`config.mk`:
```
export PLATFORM = sky130hd
export DESIGN_NAME = uncached_lsu_queue
export DESIGN_NICKNAME = d
export VERILOG_FILES = /design/src/rtl/uncached_lsu_queue.sv
export SDC_FILE = /design/constraint.sdc
export NUM_CORES = 1
export LEC_CHECK = 0
export CORE_MARGIN = 2
export CORE_UTILIZATION = 48
export CTS_BUF_LIST = sky130_fd_sc_hd__clkbuf_2
export DETAILED_ROUTE_END_ITERATION = 7
export PLACE_DENSITY = 0.78
export SLEW_MARGIN = 30
export SYNTH_ARGS = -nofsm -noshare
export SYNTH_HDL_FRONTEND = slang
export SYNTH_SLANG_ARGS = --single-unit
```
`constraint.sdc`:
```
create_clock -name clk -period 6.54 [get_ports clk]
set_clock_uncertainty 0.2 [all_clocks]
set_input_delay 1.308 -clock clk [delete_from_list [all_inputs] [get_ports clk]]
set_output_delay 1.308 -clock clk [all_outputs]
set_load 0.03 [all_outputs]
```
`src/rtl/uncached_lsu_queue.sv`:
```
// Uncached load/store queue: arbitrates issue lanes into an in-order FIFO and
// plays each entry out as a single address/data bus transaction.
module uncached_lsu_queue #(
    parameter int LANES  = 2,
    parameter int DEPTH  = 4,
    parameter int ADDR_W = 32
) (
    input  logic                          clk,
    input  logic                          rst,
    input  logic [LANES-1:0]              req_valid_i,
    output logic [LANES-1:0]              req_ready_o,
    input  logic [LANES-1:0]              req_write_i,
    input  logic [LANES-1:0][1:0]         req_type_i,
    input  logic [LANES-1:0]              req_signed_i,
    input  logic [LANES-1:0][ADDR_W-1:0]  req_addr_i,
    input  logic [LANES-1:0][31:0]        req_wdata_i,
    output logic                          err_o,
    output logic                          bus_valid_o,
    input  logic                          bus_ready_i,
    output logic                          bus_write_o,
    output logic [ADDR_W-1:0]             bus_addr_o,
    output logic [1:0]                    bus_size_o,
    output logic [3:0]                    bus_strb_o,
    output logic [31:0]                   bus_wdata_o,
    input  logic                          bus_data_ok_i,
    input  logic [31:0]                   bus_rdata_i,
    output logic                          rsp_valid_o,
    output logic [$clog2(LANES)-1:0]      rsp_lane_o,
    output logic [31:0]                   rsp_data_o,
    output logic                          busy_o
);
    localparam int PTR_W  = $clog2(DEPTH);
    localparam int CNT_W  = PTR_W + 1;
    localparam int LANE_W = $clog2(LANES);

    typedef enum logic [2:0] {IDLE = 3'b001, ADDR = 3'b010, DATA = 3'b100} state_t;

    function automatic logic is_misaligned(input logic [1:0] size, input logic [1:0] off);
        is_misaligned = (size == 2'd1 && off[0]) || (size >= 2'd2 && off != 2'd0);
    endfunction

    function automatic logic [3:0] strobe(input logic [1:0] size, input logic [1:0] off);
        case (size)
            2'd0:    strobe = 4'b0001 << off;
            2'd1:    strobe = 4'b0011 << {off[1], 1'b0};
            default: strobe = 4'b1111;
        endcase
    endfunction

    function automatic logic [31:0] load_extract(input logic [31:0] rdata, input logic [1:0] off,
                                                 input logic [1:0] size, input logic sgn);
        logic [31:0] sh;
        sh = rdata >> {off, 3'b000};
        case (size)
            2'd0:    load_extract = {{24{sgn & sh[7]}}, sh[7:0]};
            2'd1:    load_extract = {{16{sgn & sh[15]}}, sh[15:0]};
            default: load_extract = sh;
        endcase
    endfunction

    state_t              state, state_nx;
    logic [PTR_W-1:0]    wptr, rptr;
    logic [CNT_W-1:0]    count;
    logic [LANE_W-1:0]   sel;
    logic                any_valid, full, accept, misaligned, push, pop, active;

    logic                mem_write  [DEPTH];
    logic [1:0]          mem_type   [DEPTH];
    logic                mem_signed [DEPTH];
    logic [ADDR_W-1:0]   mem_addr   [DEPTH];
    logic [31:0]         mem_wdata  [DEPTH];
    logic [LANE_W-1:0]   mem_lane   [DEPTH];

    logic [LANE_W-1:0]   rsp_lane_p1;
    logic [31:0]         rsp_data_p1;

    // Lowest-index valid lane wins; ready only looks at the registered count.
    always_comb begin
        sel       = '0;
        any_valid = 1'b0;
        for (int i = LANES - 1; i >= 0; i--) begin
            if (req_valid_i[i]) begin
                sel       = LANE_W'(i);
                any_valid = 1'b1;
            end
        end
    end

    assign full        = (count == CNT_W'(DEPTH));
    assign accept      = any_valid && !full;
    assign req_ready_o = accept ? (LANES'(1) << sel) : '0;
    assign misaligned  = is_misaligned(req_type_i[sel], req_addr_i[sel][1:0]);
    assign push        = accept && !misaligned;
    assign pop         = (state == DATA) && bus_data_ok_i;

    always_ff @(posedge clk) begin
        if (push) begin
            mem_write[wptr]  <= req_write_i[sel];
            mem_type[wptr]   <= req_type_i[sel];
            mem_signed[wptr] <= req_signed_i[sel];
            mem_addr[wptr]   <= req_addr_i[sel];
            mem_wdata[wptr]  <= req_wdata_i[sel];
            mem_lane[wptr]   <= sel;
        end
    end

    always_ff @(posedge clk) begin
        if (rst) begin
            wptr        <= '0;
            rptr        <= '0;
            count       <= '0;
            err_o       <= 1'b0;
            rsp_valid_o <= 1'b0;
            state       <= IDLE;
        end else begin
            if (push) wptr <= wptr + 1'b1;
            if (pop)  rptr <= rptr + 1'b1;
            case ({push, pop})
                2'b10:   count <= count + 1'b1;
                2'b01:   count <= count - 1'b1;
                default: count <= count;
            endcase
            err_o       <= accept && misaligned;
            rsp_valid_o <= pop && !mem_write[rptr];
            state       <= state_nx;
        end
    end

    always_comb begin
        state_nx = state;
        case (state)
            IDLE:    if (count != '0)   state_nx = ADDR;
            ADDR:    if (bus_ready_i)   state_nx = DATA;
            DATA:    if (bus_data_ok_i) state_nx = IDLE;
            default:                    state_nx = IDLE;
        endcase
    end

    // Response stage: data captured at pop, presented one cycle later.
    always_ff @(posedge clk) begin
        if (pop) begin
            rsp_lane_p1 <= mem_lane[rptr];
            rsp_data_p1 <= load_extract(bus_rdata_i, mem_addr[rptr][1:0],
                                        mem_type[rptr], mem_signed[rptr]);
        end
    end

    // Bus fields are zeroed while idle so stale queue contents never leak out.
    assign active      = (state != IDLE);
    assign bus_valid_o = (state == ADDR);
    assign bus_write_o = active && mem_write[rptr];
    assign bus_addr_o  = active ? mem_addr[rptr] : '0;
    assign bus_size_o  = active ? mem_type[rptr] : 2'd0;
    assign bus_strb_o  = (active && mem_write[rptr]) ? strobe(mem_type[rptr], mem_addr[rptr][1:0]) : 4'b0000;
    assign bus_wdata_o = active ? (mem_wdata[rptr] << {mem_addr[rptr][1:0], 3'b000}) : '0;
    assign rsp_lane_o  = rsp_valid_o ? rsp_lane_p1 : '0;
    assign rsp_data_o  = rsp_valid_o ? rsp_data_p1 : '0;
    assign busy_o      = (count != '0) || (state != IDLE) || rsp_valid_o;

endmodule

```
==> metrics.csv <==
stage;metric;value;unit
clocking;H-Tree Depth;3;
synth;Post-Syn Area;14270;µm²
global_routing;total congestion overflow;0;
power;worst vdd ir;0.1440;mV
finish;area of the multi-input gates;4439;µm²
worst_setup_path;critical path class;register to output port;
finish;nets@finish;1490;
worst_setup_path;slowest CP cell;buf_4;
synth;post-synth cell types;42;
die;core area;29480;µm²
sta;final hold violation count;0;
synth;Synth Instances;993;
placement;placed wire-length estimate;23300;µm
outcome;status;completed;
global_routing;vias in the first global route;9400;
die;die height;176.4;µm
finish;share of layout cells above drive strength 1;15.79;%
job;max_cap viols;0;
placement;IO Port Bufs;283;
finish;# fillers;2280;
clocking;clock latency on the worst-skew pair;0.81;ns
clocking;CTS root buffer;clkbuf_2;
power;PD cells;285.6;nW/µm²
detailed_routing;number of DRC markers in iteration 0;717;
min_path;Hold/Removal Path Class;register to register;
global_routing;first-pass GRT wire length;52020;µm
die;Initial Util;48.41;%
sta;fin. max-slew vios;0;
worst_setup_path;crit path cell chain;buf_4, mux4_2, nor2b_4, a21oi_1, nor2_1, clkdlybuf4s50_1;
clocking;CTS Buf Count;78;
finish;Finished Cell Area;18180;µm²
synth;Post-synth EDFFs;309;
clocking;CTS tree;yes;
sta;worst slew pin tran;0.9817;ns
finish;FF/Latch Area;9568;µm²
sta;FMAX;175.3;MHz
clocking;Post-CTS Setup Bufs;0;
sta;Slew headroom;34.49;%
clocking;post-cts sizing count;0;
clocking;Clock Sinks;323;
die;Ports;284;
die;row count;63;
global_routing;largest net degree at the start of global routing;72;
worst_setup_path;Worst EP arrival;4.20;ns
worst_setup_path;critical path's largest stage delay;0.74;ns
sta;Worst Hold Margin;0.3134;ns
detailed_routing;Final ANT Viol Nets;0;
global_routing;initial antenna violation count;1;
die;Die Area;31130;µm²
detailed_routing;Vias/cell;5.306;
detailed_routing;wire per inst;19.54;µm
sta;# setup viols final;0;
placement;routability congestion estimate;0.8442;
synth;Synth Register Bits;323;
sta;Fin Setup TNS;0;ns
clocking;Post-CTS Hold Fix Bufs;0;
clocking;Longest Clk Path Bufs;3;
worst_setup_path;CP required;5.03;ns
synth;Synth Warn #;0;
power;Leak;6.564;nW
finish;area delta synth->final;27.41;%
worst_setup_path;CP Max Fanout;55;
detailed_routing;DRT Wirelength;34370;µm
sta;fin crit share;87.24;%
worst_setup_path;CP Capture Type;output port;
synth;prevailing post-synth register cell;edfxtp_1;
placement;placed insts;1620;
worst_setup_path;Startpoint Class;register;
die;Horiz. Die Dim;176.4;µm
clocking;clock transition at the registers of the reported paths;0.10;ns
global_routing;total global-route track usage;22.29;%
synth;ys async rst share;0;%
placement;placed inst area;17500;µm²
detailed_routing;DRC;0;
sta;min cycle time layout;5.705;ns
sta;unrepaired setup endpoints after global routing;false;
synth;net count after synthesis;1173;
synth;Seq/Total Area, Yosys;66.98;%
finish;Post-Layout Cell Count;1759;
detailed_routing;routed via count;9334;
synth;synthesized area per cell;14.37;µm²
detailed_routing;TritonRoute pass-1 iters;5;
## cells in the mapped netlist, types with 2 or more instances
cell type | number | share of area (%)
buf_6 | 3 | 0.24
a21o_1 | 8 | 0.42
xor2_1 | 3 | 0.18
edfxtp_1 | 309 | 65
inv_1 | 9 | 0.24
a211oi_1 | 9 | 0.47
nand3_1 | 2 | 0.070
and3_1 | 17 | 0.75
ha_1 | 5 | 0.44
buf_2 | 10 | 0.35
dfxtp_1 | 14 | 2.0
mux4_2 | 68 | 11
buf_4 | 7 | 0.37
and2_1 | 77 | 3.4
nor4b_1 | 2 | 0.12
nor3_1 | 2 | 0.070
nor2_1 | 55 | 1.4
nand2b_1 | 4 | 0.18
xnor2_1 | 2 | 0.12
mux2i_1 | 41 | 2.9
nand2_1 | 241 | 6.3
clkbuf_1 | 33 | 0.87
buf_1 | 3 | 0.079
a21oi_1 | 36 | 1.3
mux2_2 | 5 | 0.39
o21ai_0 | 12 | 0.42
## metrics by stage
stage | worst slack [ns] | util (%) | power (mW)
after global placement | 1.537 | 59.05 | 3.979
after floorplan | 1.306 | - | 3.318
final | 0.8348 | 61.68 | 5.194
after detailed placement | 1.497 | 59.35 | 4.002
after global routing | 0.5642 | 61.68 | 5.451
after CTS | 0.6685 | 61.66 | 5.248
## layer usage
| layer | up-vias | global-route usage [%] | part of all wire [%] |
|---|---|---|---|
| li1 | 4342 | - | - |
| met1 | 4467 | 28.03 | 41 |
| met2 | 466 | 37.52 | 48 |
| met3 | 59 | 6.245 | 9.5 |
| met4 | 0 | 7.300 | 1.9 |
| met5 | - | 0 | 0 |
## kinds of logic (layout without fill, tap and decap cells)
logic type | count (synthesis) | after routing | share of synthesized area, %
buf+inv | 66 | 441 | 2.165
flops | 323 | 323 | 66.98
xor+xnor | 5 | 5 | 0.3069
other cells | 0 | 1 | 0
mux | 114 | 114 | 14.00
simple gates | 408 | 408 | 12.80
compound gates | 71 | 71 | 3.173
fa+ha+maj | 6 | 6 | 0.5786
## registers in the layout, indices dropped and copies added (netlist names), named ones only
signal / flops
state: 3
err_o: 1
mem_write: 4
mem_signed: 4
rsp_data_p1: 32
wptr: 2
mem_addr: 128
rptr: 2
rsp_lane_p1: 1
mem_type: 8
mem_lane: 4
mem_wdata: 128
count: 3
rsp_valid_o: 1
## cell type report
type | instances | share of cell area [%]
multi-input cells | 604 | 24.41
flip-flops and latches | 323 | 52.61
clock inverters | 31 | 0.7981
inverters | 10 | 0.2064
well taps | 390 | 2.683
clock buffers | 107 | 2.945
repair buffers | 293 | 16.33
diodes | 1 | 0.01376
## where the power goes
group          internal (mW)  switching (mW)  leakage [nW]  total [mW]
clock network          0.484           0.764         0.521        1.25
logic                  0.589           0.921          3.10        1.51
registers               2.40          0.0361          2.95        2.44
## worst max-delay path: cells and delay by family, from the launching register on
family	cells	cell delay, ns
muxes	1	0.60
DFF	1	0.54
buffers and inverters	2	1.43
and+or+nand+nor	2	0.65
AOI/OAI and AO/OA	1	0.16
## cell usage in the layout, fill, tap and decap left out, types with 2 or more instances in the layout
master,synthesis,routed
a211oi_1,9,9
a21o_1,8,8
a21oi_1,36,36
and2_1,77,73
and2_4,0,4
and3_1,17,17
buf_12,0,3
buf_4,7,5
clkbuf_2,0,107
clkdlybuf4s50_1,0,283
clkinv_1,0,24
clkinv_2,0,2
dfxtp_1,14,11
dfxtp_4,0,2
edfxtp_1,309,309
ha_1,5,5
inv_1,9,9
inv_2,1,5
mux2_2,5,5
mux2i_1,41,41
mux4_2,68,68
nand2_1,241,241
nand2b_1,4,3
nand3_1,2,2
nor2_1,55,54
nor3_1,2,2
nor4b_1,2,2
o21ai_0,12,12
xnor2_1,2,2
xor2_1,3,3
## path summary, 6_finish.rpt
check | startpoint | endpoint | slack (ns) | depth (start not counted)
max | register | bus_wdata_o[21] | 0.83 | 6
min | count[2] | count[2] | 0.31 | 2
max reg2reg | register | rsp_data_p1[21] | 3.00 | 6
min reg2reg | count[2] | count[2] | 0.31 | 2
Power figures use the tool's default switching activity.
